<file path="src/rtl/fifo_stream_reader.sv">
// Drain-side reader for the synchronous FIFO: pops a programmed burst and streams it out via valid/ready.
// Optional: define FIFO_READER_LAST_EN to add an m_last output that flags the final beat of each burst.
module fifo_stream_reader #(
    parameter int Datawidth = 8,
    parameter int LEN_W     = 9
) (
    input  logic                 clk,
    input  logic                 rst,
    input  logic                 start,
    input  logic [LEN_W-1:0]     burst_len,
    output logic                 busy,
    output logic                 done,
    output logic                 read,
    input  logic [Datawidth-1:0] fifo_data,
    input  logic                 fifo_empty,
    output logic [Datawidth-1:0] m_data,
    output logic                 m_valid,
    input  logic                 m_ready
`ifdef FIFO_READER_LAST_EN
    ,
    output logic                 m_last
`endif
);

    typedef enum logic [1:0] {
        S_IDLE,
        S_RUN,
        S_FLUSH,
        S_DONE
    } state_t;

    state_t               state_q;
    state_t               state_d;
    logic [LEN_W-1:0]     remaining_q;
    logic                 inflight_q;
    logic [1:0]           buf_count_q;
    logic [Datawidth-1:0] head_q;
    logic [Datawidth-1:0] tail_q;
    logic                 pop;
    logic [2:0]           occupancy_next;
    logic                 last_read;

    assign m_valid = (buf_count_q != 2'd0);
    assign m_data  = head_q;
    assign pop     = m_valid && m_ready;
    assign busy    = (state_q != S_IDLE);
    assign done    = (state_q == S_DONE);

    // Entries the skid buffer will hold after this edge; a new read is safe only if one slot stays free.
    assign occupancy_next = {1'b0, buf_count_q} + {2'b00, inflight_q} - {2'b00, pop};

    assign read = !rst && (state_q == S_RUN) && !fifo_empty
                  && (remaining_q != '0) && (occupancy_next < 3'd2);

    assign last_read = read && (remaining_q == LEN_W'(1));

    always_comb begin
        // NOTE: every output of a combinational block gets a default first so no latch is inferred.
        state_d = state_q;
        case (state_q)
            S_IDLE: begin
                if (start) begin
                    state_d = (burst_len == '0) ? S_DONE : S_RUN;
                end
            end
            S_RUN: begin
                if (last_read) begin
                    state_d = S_FLUSH;
                end
            end
            S_FLUSH: begin
                if (!inflight_q && (buf_count_q == 2'd0)) begin
                    state_d = S_DONE;
                end
            end
            S_DONE:  state_d = S_IDLE;
            default: state_d = S_IDLE;
        endcase
    end

    // NOTE: state registers use non-blocking assignments so every flop samples pre-edge values.
    always_ff @(posedge clk) begin
        if (rst) begin
            state_q     <= S_IDLE;
            remaining_q <= '0;
            inflight_q  <= 1'b0;
        end else begin
            state_q    <= state_d;
            inflight_q <= read;
            if ((state_q == S_IDLE) && start) begin
                remaining_q <= burst_len;
            end else if (read) begin
                remaining_q <= remaining_q - LEN_W'(1);
            end
        end
    end

    // Two-entry skid buffer; head drives the stream, capture lands at the first free slot after any pop.
    always_ff @(posedge clk) begin
        if (rst) begin
            // NOTE: the data registers are reset too because m_data must read zero out of reset.
            buf_count_q <= 2'd0;
            head_q      <= '0;
            tail_q      <= '0;
        end else begin
            case ({inflight_q, pop})
                2'b10: begin
                    if (buf_count_q == 2'd0) begin
                        head_q <= fifo_data;
                    end else begin
                        tail_q <= fifo_data;
                    end
                    buf_count_q <= buf_count_q + 2'd1;
                end
                2'b01: begin
                    head_q      <= tail_q;
                    buf_count_q <= buf_count_q - 2'd1;
                end
                2'b11: begin
                    if (buf_count_q == 2'd1) begin
                        head_q <= fifo_data;
                    end else begin
                        head_q <= tail_q;
                        tail_q <= fifo_data;
                    end
                end
                default: ;
            endcase
        end
    end

`ifdef FIFO_READER_LAST_EN
    logic inflight_last_q;
    logic head_last_q;
    logic tail_last_q;

    assign m_last = m_valid && head_last_q;

    // Last-beat flag travels alongside each entry exactly like the data.
    always_ff @(posedge clk) begin
        if (rst) begin
            inflight_last_q <= 1'b0;
            head_last_q     <= 1'b0;
            tail_last_q     <= 1'b0;
        end else begin
            inflight_last_q <= last_read;
            case ({inflight_q, pop})
                2'b10: begin
                    if (buf_count_q == 2'd0) begin
                        head_last_q <= inflight_last_q;
                    end else begin
                        tail_last_q <= inflight_last_q;
                    end
                end
                2'b01: head_last_q <= tail_last_q;
                2'b11: begin
                    if (buf_count_q == 2'd1) begin
                        head_last_q <= inflight_last_q;
                    end else begin
                        head_last_q <= tail_last_q;
                        tail_last_q <= inflight_last_q;
                    end
                end
                default: ;
            endcase
        end
    end
`endif

endmodule

</file>
<file path="config.mk">
export PLATFORM = sky130hd
export DESIGN_NAME = fifo_stream_reader
export DESIGN_NICKNAME = d
export VERILOG_FILES = /design/src/rtl/fifo_stream_reader.sv
export SDC_FILE = /design/constraint.sdc
export NUM_CORES = 1
export LEC_CHECK = 0
export CORE_ASPECT_RATIO = 0.75
export CORE_MARGIN = 2
export CORE_UTILIZATION = 36
export CTS_CLUSTER_SIZE = 25
export DETAILED_ROUTE_END_ITERATION = 8
export GPL_TIMING_DRIVEN = 0
export PLACE_DENSITY_LB_ADDON = 0.05
export SLEW_MARGIN = 30
export SYNTH_ARGS = -nofsm -noshare
export SYNTH_HDL_FRONTEND = slang
export SYNTH_SLANG_ARGS = --single-unit
</file>
<file path="constraint.sdc">
create_clock -name clk -period 4.6 [get_ports clk]
set_input_delay 0.46 -clock clk [delete_from_list [all_inputs] [get_ports clk]]
set_output_delay 0.46 -clock clk [all_outputs]
set_load 0.03 [all_outputs]
</file>
# After elaboration in Yosys (flattened, before gate mapping)
# Cells that the tools add are included.
[totals]
regBits = 30
input_bits = 22
output_inout_bits = 12
elab_cells = 64
[classes]
add_sub_neg = 5
n_lt_le_gt_ge = 1
eq_ne = 14
mux = 14
reduce_logical = 24
[ops]
columns = ["operator", "count"]
rows = [
  ["$mux W8", 4],
  ["$pmux W8 S3", 1],
  ["$mux W9", 2],
  ["$pmux W8 S2", 1],
  ["$ne A2 B2 Y1 const B", 6],
  ["$reduce_bool A2 Y1", 5],
  ["$eq A9 B1 Y1 const B", 1],
  ["$logic_not A9 Y1", 1],
  ["$reduce_bool A9 Y1", 1],
  ["$sub A9 B1 Y9 const B", 1],
  ["$eq A2 B2 Y1 const B", 4],
  ["$logic_and A1 B1 Y1", 8],
  ["$mux W2", 4],
  ["$pmux W2 S4", 1],
  ["$eq A2 B1 Y1 const B", 3],
  ["$reduce_and A3 Y1", 2],
  ["$logic_not A2 Y1", 2],
  ["$pmux W2 S2", 1],
  ["$add A2 B1 Y3", 1],
  ["$logic_not A1 Y1", 3],
  ["$lt A3 B2 Y1 const B", 1],
  ["$reduce_bool A3 Y1", 1],
  ["$sub A3 B1 Y3", 1],
  ["$add A2 B1 Y2 const B", 1],
  ["other kinds (2)", 2],
]

# Depth between registers and ports, before layout
# Gate-level depths: netlist (run 1).
[depth]
depth_word = 8
ltp_mapped = 11
ltp_nobuf = 10

# Worst setup path before layout (run 1)
# Ideal clock, no wire load.
[synth_timing]
kind = "reg2reg"
from = "reg buf_count_q[1]"
to = "reg remaining_q[5]"
setup_ns = 0.091
arrival_time_ns = 2.851
t_required_ns = 4.509
slack_ns = 1.658
stages_incl_launch_ff = 12
path_buffers = 1
period_less_slack_ns = 2.942
cell_sequence = "dfxtp_1 inv_1 ha_1 nand2b_1 buf_2 xnor2_1 nand2_1 fa_1 and4bb_2 nand3_2 or4_1 a311oi_1"
[synth_between]
elab_chain_len = 6
word_cells_on_any_way = 7
cone_classes = "add/sub: 2; order compare: 1; reduce/logical: 4"
[synth_lines]
columns = ["item", "line_no", "rtl"]
rows = [
  ["start, declared", "36", "logic [1:0] buf_count_q;"],
  ["start signal, assigned", "113", "buf_count_q <= buf_count_q + 2'd1;"],
  ["start signal, assigned", "117", "buf_count_q <= buf_count_q - 2'd1;"],
  ["branches (longest 2 deep; another with $add A2 B1 Y3)", "-", ""],
  ["$sub A3 B1 Y3 (*)", "50", "assign occupancy_next = {1'b0, buf_count_q} + {2'b00, inflight_q} - {2'b00, pop};"],
  ["$lt A3 B2 Y1 (*)", "53", "&& (remaining_q != '0) && (occupancy_next < 3'd2);"],
  ["$logic_and A1 B1 Y1 (*)", "53", ""],
  ["$reduce_bool A2 Y1 (no source line) (*)", "-", ""],
  ["end signal, assigned", "91", "remaining_q <= burst_len;"],
  ["end signal, assigned", "93", "remaining_q <= remaining_q - LEN_W'(1);"],
  ["end, declared", "34", "logic [LEN_W-1:0] remaining_q;"],
]
# Mark *: on every way between the ends.
# A chain may end at the register's enable or synchronous reset.

# Final worst setup path (run 1)
[layout_timing]
from = "reg buf_count_q[1]"
to = "out read"
[layout_between]
elab_chain_len = 5
word_cells_on_any_way = 6
cone_classes = "add/sub: 2; order compare: 1; reduce/logical: 3"
[layout_lines]
columns = ["item", "line_no", "rtl"]
rows = [
  ["branches (longest 2 deep; another with $add A2 B1 Y3)", "-", ""],
  ["$sub A3 B1 Y3 (*)", "50", ""],
  ["$lt A3 B2 Y1 (*)", "53", ""],
  ["$logic_and A1 B1 Y1 (*)", "53", ""],
  ["end, declared", "13", "output logic read,"],
]
# Marks and branches as above.

==> impl.org, run 1 <==
** Outcome
- Outcome :: finished clean

** Power
- Power density of the placed cells :: between 600 and 700 nW/um^2
- The analysis attributes to cell leakage a power of about 0.00086 uW.
- Clock Power Share :: between 15 and 20%
- Cell internal power was estimated by the tool at roughly 760 uW.
- Across the VDD grid, the largest voltage drop is roughly 0.24 mV.
- Net switching share of the total power :: between 40% and 50%
- In this run, flip-flops and latches consume between 20% and 30% of the power.
- Combinational logic burns 54.0% of the power.
- For this design the total switching power over the nets is between 500 and 600 uW.

** GRT
- Vias in the first global route :: around 1600
- Global routing used 16.92% of the available tracks across all layers.
- First-pass GRT wire length :: between 7 and 8 mm
- Number of antenna violations at the first check in global routing :: 0
- Entering global routing, the biggest net connects 11 pins.
- For this run the aggregate overflow at the end of global routing stands at 0.

** Yosys
- Cells taking the most area after synthesis :: sky130_fd_sc_hd__dfxtp_1 35%, sky130_fd_sc_hd__mux2i_1 9.3%, sky130_fd_sc_hd__ha_1 7.3%
- Syn. warnings :: 0
- Xor/xnor share of the synthesized area :: 1.965%
- Proportion of register bits with asynchronous set or reset after synthesis :: 0%
- For this run, the register share of the synthesized area comes to 34.93%.
- Flip-flop and latch count after synthesis :: 30
- The synthesized netlist devotes between 15 and 20% of its cell area to compound gates.
- Synthesis produced a netlist whose cell count is 193.
- After synthesis, the mean cell area works out to about 8.9 sq um.
- The synthesized netlist devotes 8.443% of its cell area to adder and majority cells.
- Cell taking the most area after synthesis :: sky130_fd_sc_hd__dfxtp_1
- The synthesized netlist contains 45 unique library cells.
- In the synthesized netlist the dominant register cell turns out to be sky130_fd_sc_hd__dfxtp_1.
- Measured against the total synthesized area, the mux share comes to roughly a tenth.
- Of the post-synthesis cell area, the dominant cell type holds 34.93%.
- Summing every instance area after synthesis gives approximately 1700 sq um.
- Synthesis produced a netlist with a net count of between 200 and 250.
- Counting flops with a built-in enable in the synthesized netlist gives 0.
- Combinational family with the most area after synthesis :: simple AND/OR/NAND/NOR gates
- Of the total synthesized cell area, the portion taken by AND, OR, NAND and NOR gates is 22.27%.

** Cells and area
- Summing all non-filler instances in the final layout gives an area of roughly 2200 sq um.
- The final layout contains about 270 nets.
- The repair_antennas step left the layout with diodes totalling 0.
- From synthesis to final layout, the design area changed by 28.89%.
- Fraction of layout cells with a size suffix above 1 :: a little under a tenth
- Final standard cell utilization of the core :: between 40% and 50%

** Die
- Floorplan Core Area :: 4519 sq um
- Die area :: between 5000 and 6000 sq um
- Row generation in the floorplan step produced 21 rows.
- Floorplan die width :: roughly 84 microns
- Die outline height :: between 60 and 70 microns
- For this configuration, the core starts out at a cell density of between 30% and 40%.
- For this design the top-level I/O count stands at 34.

** Clock network
- The number of hold buffers added after CTS was 0.
- Counting every sink on the clock net gives 30.
- Counting the buffers created by CTS gives 5.
- # resized after CTS :: 0
- Clock latency at the later pin of the worst-skew pair :: ~0.28 ns
- After clock tree synthesis, the clock-pin slew on the worst setup and hold paths is 0.06 ns.
- Number of H-tree levels :: 2
- The clock passes through at most 2 buffers.
- Once the clock tree was built, the setup fixing pass inserted 0 buffers.
- In this run the clock root is driven by a sky130_fd_sc_hd__clkbuf_8.
- TritonCTS built the clock tree.

** STA
- Setup violations remaining at the end of the flow were counted as 0.
- Slew at the pin closest to its max-slew limit :: 0.6126 ns
- Summed negative setup slack over all endpoints :: 0 ns
- Clock skew on the completed layout was measured at ~0.0067 ns.
- RSZ-0062 raised after global routing :: no
- Post-route fraction of the period consumed by the critical path :: 84.37%
- Achievable clock frequency :: 257.7 MHz
- Number of max-slew violations in the final report :: 0
- The worst path needs 3.881 ns of the cycle, external delays included.
- The worst pin sits at a relative slew slack of between 50 and 60%.
- The hold violation total from the final report is 0.

** Worst setup path
- STA classifies the critical path endpoint as an output pin.
- The startpoint identified for the worst register-to-register timing path is buf_count_q[1]$_SDFFE_PP0P_.
- Reg2Reg Capture Point :: remaining_q[5]$_SDFFE_PP0P_
- STA puts the critical path data required time at a little over 4 ns.
- Crit path max fanout :: 7
- Data arrival, critical path :: roughly 3.4 ns
- Sequence of cells on the critical path :: inv_1 -> ha_1 -> nand2b_1 -> buf_2 -> xnor2_1 -> nand2_1 -> fa_1 -> and4bb_2 -> and2_1 -> nand2_1 -> inv_1 -> clkdlybuf4s50_1
- In this run the register-to-register setup slack is 1.35 ns.
- Largest stage delay on the critical path :: between 0.6 and 0.7 ns
- The worst setup path is launched from a flop.
- Broken down by cell family, the worst path's largest delay share belongs to buffers and inverters.
- Critical path buffer and inverter count :: 4
- Reg2Reg Depth :: 11
- The setup path with the least slack is of type flop to output pin.
- Among all stages on the critical path, the largest delay is contributed by sky130_fd_sc_hd__clkdlybuf4s50_1.

** Place
- Area post-placement :: about 2100 sq um
- Once detailed placement completed, the half-perimeter wirelength came to 3.235 mm.
- Input and output buffers added on the ports amount to 33.
- The congestion estimate from routability-driven global placement came to 0.8002.

** Min path
- Number of instances on the worst hold path :: 2
- The path with the worst hold slack has its endpoint at tail_q[6]$_SDFFE_PP0P_.
- Path type of the worst min-delay path :: flop to flop
- HP Start :: tail_q[6]$_SDFFE_PP0P_

** Route
- Total iterations of the first detailed-routing run :: 4
- Routed length per instance :: between 10 and 15 microns
- Dividing the detail-routed via count by the number of cells gives around 5.4.
- 1st-iter DRT viols :: 83
- In the routed design, unresolved DRC markers number 0.
- Routed wire length :: between 4 and 5 mm
- In this run the remaining antenna-violating nets after routing total 0.
- The routed layout has roughly 1600 vias.

** Run
- Max-capacitance violation count :: 0
worst max path at each step:
| stage | startpoint | end | slack, ns | depth (start not counted) |
|---|---|---|---|---|
| finish | buf_count_q[1]$_SDFFE_PP0P_ | read | 0.72 | 12 |
| global placement | m_ready | read | 0.90 | 11 |
| CTS | buf_count_q[1]$_SDFFE_PP0P_ | read | 0.69 | 12 |
| floorplan | buf_count_q[1]$_SDFFE_PP0P_ | remaining_q[5]$_SDFFE_PP0P_ | 1.66 | 11 |
| detailed placement | m_ready | read | 0.89 | 11 |
| global route | buf_count_q[1]$_SDFFE_PP0P_ | read | 0.49 | 12 |
placed cells by master, fill, tap and decap left out, types with 2 or more instances in the layout:
master and n:
sky130_fd_sc_hd__a211oi_1 8, sky130_fd_sc_hd__a21oi_1 3, sky130_fd_sc_hd__a311oi_1 7, sky130_fd_sc_hd__a31o_2 2, sky130_fd_sc_hd__a31oi_1 3, sky130_fd_sc_hd__and2_1 2, sky130_fd_sc_hd__buf_2 3, sky130_fd_sc_hd__clkbuf_1 4
sky130_fd_sc_hd__clkbuf_8 6, sky130_fd_sc_hd__clkdlybuf4s50_1 33, sky130_fd_sc_hd__dfxtp_1 30, sky130_fd_sc_hd__ha_1 10, sky130_fd_sc_hd__inv_1 14, sky130_fd_sc_hd__mux2i_1 16, sky130_fd_sc_hd__nand2_1 8, sky130_fd_sc_hd__nand2b_1 4
sky130_fd_sc_hd__nand3_1 4, sky130_fd_sc_hd__nor2_1 26, sky130_fd_sc_hd__nor4_1 3, sky130_fd_sc_hd__o21ai_0 5, sky130_fd_sc_hd__o31ai_1 4, sky130_fd_sc_hd__or3_1 4, sky130_fd_sc_hd__or4_1 8, sky130_fd_sc_hd__xnor2_1 2
worst register-to-register path, cell delays in order, from the launching register on:
cell,delay (ns)
sky130_fd_sc_hd__dfxtp_1,0.44
sky130_fd_sc_hd__inv_1,0.10
sky130_fd_sc_hd__ha_1,0.26
sky130_fd_sc_hd__nand2b_1,0.16
sky130_fd_sc_hd__buf_2,0.16
sky130_fd_sc_hd__xnor2_1,0.16
sky130_fd_sc_hd__nand2_1,0.10
sky130_fd_sc_hd__fa_1,0.48
sky130_fd_sc_hd__and4bb_2,0.28
sky130_fd_sc_hd__nand3_2,0.23
sky130_fd_sc_hd__or4_1,0.54
sky130_fd_sc_hd__a311oi_1,0.26
Yosys cell counts, types with 2 or more instances:
| cell type | instances |
|---|---|
| sky130_fd_sc_hd__nand2b_1 | 4 |
| sky130_fd_sc_hd__nor2_1 | 26 |
| sky130_fd_sc_hd__ha_1 | 10 |
| sky130_fd_sc_hd__or3_1 | 4 |
| sky130_fd_sc_hd__and2_1 | 2 |
| sky130_fd_sc_hd__clkbuf_1 | 4 |
| sky130_fd_sc_hd__nand3_1 | 4 |
| sky130_fd_sc_hd__a21oi_1 | 3 |
| sky130_fd_sc_hd__dfxtp_1 | 30 |
| sky130_fd_sc_hd__mux2i_1 | 16 |
| sky130_fd_sc_hd__buf_2 | 3 |
| sky130_fd_sc_hd__xnor2_1 | 2 |
| sky130_fd_sc_hd__o21ai_0 | 5 |
| sky130_fd_sc_hd__a31oi_1 | 3 |
| sky130_fd_sc_hd__or4_1 | 8 |
| sky130_fd_sc_hd__nand2_1 | 8 |
| sky130_fd_sc_hd__nor4_1 | 3 |
| sky130_fd_sc_hd__o31ai_1 | 4 |
| sky130_fd_sc_hd__a31o_2 | 2 |
| sky130_fd_sc_hd__a211oi_1 | 8 |
| sky130_fd_sc_hd__inv_1 | 14 |
| sky130_fd_sc_hd__a311oi_1 | 7 |
power by group through the flow:
stage	logic [uW]	registers, uW	clock network, uW
3_5_place_dp	715	401	0
3_3_place_gp	705	394	0
2_1_floorplan	453	443	0
6_report	724	394	223
4_1_cts	721	395	230
5_1_grt	796	405	242
kinds of logic (layout without fill, tap and decap cells):
logic type / after synthesis / after routing
simple gates: 70 / 70
compound gates: 39 / 39
flops: 30 / 30
buf+inv: 24 / 65
mux: 16 / 16
fa+ha+maj: 11 / 11
xor+xnor: 3 / 3
cell type report:
class                           count  area (sq um)
Clock buffer                        6         82.58
Multi-Input combinational cell    139          1017
Fill cell                         448          2303
Tap cell                           57         71.32
Clock inverter                      2         12.51
Inverter                           16         60.06
Buffer                              8         41.29
Sequential cell                    30         600.6
Timing Repair Buffer               33         330.3
state kept, by name, summed over array words and instances (netlist names):
| name | count |
|---|---|
| remaining_q | 9 |
| tail_q | 8 |
| m_data | 8 |
| buf_count_q | 2 |
| inflight_q | 1 |
| state_q | 2 |
metal layers:
| layer | vias to the layer above | global-route usage, % | wire length (microns) |
|---|---|---|---|
| met1 | 738 | 22.86 | 2035 |
| met2 | 52 | 25.70 | 1891 |
| met3 | 9 | 4.780 | 326 |
| li1 | 782 | - | - |
| met4 | 0 | 6.452 | 57 |
| met5 | - | 0 | 0 |
metrics by stage:
stage	hold slack, ns	cells	setup slack (ns)	power (uW)
2_1_floorplan	0.4596	193	1.658	896.2
3_3_place_gp	0.4731	283	0.9017	1099
3_5_place_dp	0.4794	283	0.8937	1117
4_1_cts	0.4974	291	0.6900	1347
5_1_grt	0.5268	291	0.4909	1443
6_report	0.4939	291	0.7189	1341
Power figures use the tool's default switching activity.
==> run 2, diff against run 1 <==
==> constraint.sdc (replaced) <==
create_clock -name clk -period 3.96 [get_ports clk]
set_input_delay 0.396 -clock clk [delete_from_list [all_inputs] [get_ports clk]]
set_output_delay 0.396 -clock clk [all_outputs]
set_load 0.03 [all_outputs]
==> run 2 against run 1 <==
Flip-flop and latch count is the same. Sequential share of layout area is essentially flat. Global-route usage is the same. Total power grew 16%. Count of clock-buffer cells in the layout is the same. Worst hold slack lost 0.0022 ns. Critical path depth is the same. Highest routed layer unchanged.
==> impl.org, run 2 (synthesized netlist as in run 1, its figures left out) <==
** GRT
- All-layer global routing usage :: 16.92% (unchanged)
- Maximum number of pins on one net before global-route repair :: 11 (unchanged)
- The wire length of the first global-routing pass came to 7.327 mm (unchanged).
- The number of antenna violations at the first check in global routing is 0 (unchanged).
- The met2 global-route usage was 25.70% (unchanged).
- The global routing met1 resource utilization was 22.86% (unchanged).
- Busiest grt layer :: met2
- GR Overflow Total :: 0 (unchanged)
- Met3 routing resource usage after global routing :: 4.780% (unchanged)
- Vias in the first global route :: 1597 (unchanged)

** Min path
- Endpoint with the worst hold slack :: tail_q[6]$_SDFFE_PP0P_
- The startpoint identified for the worst hold timing path is tail_q[6]$_SDFFE_PP0P_.
- Number of instances on the worst hold path :: 2 (unchanged)
- The worst hold path belongs to the class flop to flop.

** Worst setup path
- Data arrival, critical path :: 3.05 ns (-0.37 ns)
- The sum of buffers and inverters on the critical path is 4 (unchanged).
- The worst setup path is launched from a flop.
- The slack of the worst reg-to-reg path came to 0.70 ns (-0.65 ns).
- Startpoint of the worst register-to-register path :: buf_count_q[1]$_SDFFE_PP0P_
- Crit path required time :: 3.56 ns (-0.58 ns)
- The signal on the critical path passes through inv_1 -> ha_1 -> nand2b_1 -> buf_2 -> xnor2_1 -> nand2_1 -> fa_1 -> and4bb_2 -> and2_1 -> nand2_1 -> inv_1 -> dlymetal6s2s_1.
- The maximum net fanout on the critical path was 7 (unchanged).
- Crit end category :: output pin
- Largest stage delay on the critical path :: 0.48 ns (-0.19 ns)
- Worst path slowest cell :: sky130_fd_sc_hd__fa_1
- The endpoint identified for the worst register-to-register timing path is remaining_q[5]$_SDFFE_PP0P_.
- The critical path is of the flop to output pin type.
- The number of cell instances on the worst register-to-register path is 11 (unchanged).
- Among cell families on the critical path, the largest total delay comes from simple AND/OR/NAND/NOR gates.

** Route
- The wire length after detailed routing is 4.346 mm (+0.84%).
- The iteration count of the initial detailed-routing pass is 4 (unchanged).
- Average vias per placed instance :: 5.454 (+0.38%)
- The total number of vias was 1587 (+0.38%).
- Final antenna-violating net count :: 0 (unchanged)
- Number of design rule violations left after detail routing :: 0 (unchanged)
- Routed length per instance :: 14.93 microns (+0.84%)
- The DRC violation total after the first TritonRoute iteration is 98 (+18%).

** STA
- Maximum clock skew at final layout :: 0.006911 ns (+0.0001783 ns)
- The routed design could run at a clock period as short as 3.446 ns.
- The final critical-path setup slack was 0.5144 ns (-0.2045 ns).
- Final hold vios :: 0 (unchanged)
- Summed negative setup slack over all endpoints :: 0 ns (unchanged)
- The setup violation total in the final timing report is 0 (unchanged).
- After layout, the worst path uses between 80 and 90% of the clock period.
- Slew at the pin closest to its max-slew limit :: 0.6016 ns (-0.01100 ns)
- Derived from the worst setup path, the maximum achievable clock frequency is 290.2 MHz.
- Number of max-slew violations in the final report :: 0 (unchanged)
- Max-slew headroom :: 59.76% (+0.74 points)
- Setup repair after global routing left no endpoint under its margin.

** Cells and area
- The final design instance area without fill came to 2218 sq um (+0.11%).
- The library cell used most frequently in the layout, excluding fill and tap cells, is sky130_fd_sc_hd__clkdlybuf4s50_1.
- Register with the highest flop count :: remaining_q
- Fraction of layout cells with a size suffix above 1 :: 9.402% (unchanged)
- Count of non-filler cells in the finished layout :: 291 (unchanged)
- The diode insertion count for antenna repair was 0 (unchanged).
- The library cells used most frequently in the layout, excluding fill and tap cells, are 32 x sky130_fd_sc_hd__clkdlybuf4s50_1, 30 x sky130_fd_sc_hd__dfxtp_1, 26 x sky130_fd_sc_hd__nor2_1.
- The area growth from synthesis to layout is 29.04%.
- The number of flip-flops in the largest register was 9 (unchanged).
- Layout net count :: 266 (unchanged)

** Place
- Area post-placement :: 2121 sq um (unchanged)
- The estimated wirelength of the detail-placed design is 3.235 mm (unchanged).
- The placed instance count is 283 (unchanged).
- The routability congestion estimate is 0.8002 (unchanged).
- Number of port buffers :: 33 (unchanged)
- Setup WS pre-CTS :: 0.3817 ns (-0.5120 ns)

** Die
- The die span in y came to 63.85 microns (unchanged).
- Row count :: 21 (unchanged)
- Ports :: 34 (unchanged)
- Floorplan Core Area :: 4519 sq um (unchanged)
- The floorplan die area came to 5350 sq um (unchanged).
- The initial core utilization was 38.04% (unchanged).
- The horizontal die dimension was 83.80 microns (unchanged).

** Clock network
- Number of buffers inserted during clock tree synthesis :: 5 (unchanged)
- In this run the clock root is driven by a sky130_fd_sc_hd__clkbuf_8.
- Register clock-pin slew on the reported worst setup and hold paths :: 0.06 ns (about the same)
- The number of sinks driven by the clock tree is 30 (unchanged).
- TritonCTS built the clock tree.
- Maximum number of buffers from clock root to sink :: 2 (unchanged)
- The later-pin clock latency in the skew report came to 0.28 ns (about the same).
- The post-CTS setup buffer count came to 0 (unchanged).
- Number of H-tree levels :: 2 (unchanged)

** Power
- The reported leakage power is 0.0008815 uW (+2.1%).
- Power density of the placed cells :: 703.4 nW/um^2 (+16%)
- The total power of the final layout is 1560 uW (+16%).
- The peak supply drop came to 0.2788 mV (+17%).

** Run
- Max-capacitance violation count :: 0 (unchanged)

** Outcome
- The run finished with clean final reports.
run 2: changes by cell type in the layout (fill, tap and decap cells not counted), sizes merged:
| cell | change |
|---|---|
| clkdlybuf4s50 | -1 |
| dlymetal6s2s | +1 |
run 2: power by group:
group          total, uW  switching [uW]  internal [uW]
sequential           458            73.2            385
clock                261             121            140
combinational        842             489            352
total               1560             683            877
run 2: worst register-to-register path, stage by stage, from the launching register on:
cell	delay, ns
sky130_fd_sc_hd__dfxtp_1	0.44
sky130_fd_sc_hd__inv_1	0.10
sky130_fd_sc_hd__ha_1	0.26
sky130_fd_sc_hd__nand2b_1	0.16
sky130_fd_sc_hd__buf_2	0.16
sky130_fd_sc_hd__xnor2_1	0.16
sky130_fd_sc_hd__nand2_1	0.10
sky130_fd_sc_hd__fa_1	0.48
sky130_fd_sc_hd__and4bb_2	0.29
sky130_fd_sc_hd__nand3_2	0.23
sky130_fd_sc_hd__or4_1	0.54
sky130_fd_sc_hd__a311oi_1	0.26
run 2: area by class of cell:
class / instances / area [sq um]
tap: 57 / 71.32
inverter: 16 / 60.06
clock buffer: 6 / 82.58
timing repair buffer: 33 / 332.8
sequential: 30 / 600.6
fill: 450 / 2301
buffer: 8 / 41.29
clock inverter: 2 / 12.51
multi-input combinational: 139 / 1017
run 2: what timing repair did:
action,in CTS,in global routing
gates resized for setup,0,1
endpoints found under the setup margin,0,1
hold buffers,0,0
run 2: how the worst max path moves through the flow:
stage	endpoint	start	slack, ns	cells after the start
floorplan	remaining_q[5]$_SDFFE_PP0P_	buf_count_q[1]$_SDFFE_PP0P_	1.02	11
global placement	read	m_ready	0.39	11
detailed placement	read	m_ready	0.38	11
CTS	read	buf_count_q[1]$_SDFFE_PP0P_	0.11	12
global route	read	buf_count_q[1]$_SDFFE_PP0P_	0.29	12
finish	read	buf_count_q[1]$_SDFFE_PP0P_	0.51	12
run 2: metal layers:
| layer | part of all wire, % | up-vias |
|---|---|---|
| li1 | - | 783 |
| met1 | 48 | 742 |
| met2 | 43 | 51 |
| met3 | 7.8 | 11 |
| met4 | 1.5 | 0 |
| met5 | 0 | - |
run 2: per-stage QoR:
stage | hold slack [ns] | utilization (%)
after floorplan | 0.4596 | -
after global routing | 0.5268 | 49.09
after global placement | 0.4731 | 46.93
after CTS | 0.4974 | 49.03
after detailed placement | 0.4794 | 46.93
final | 0.4917 | 49.09
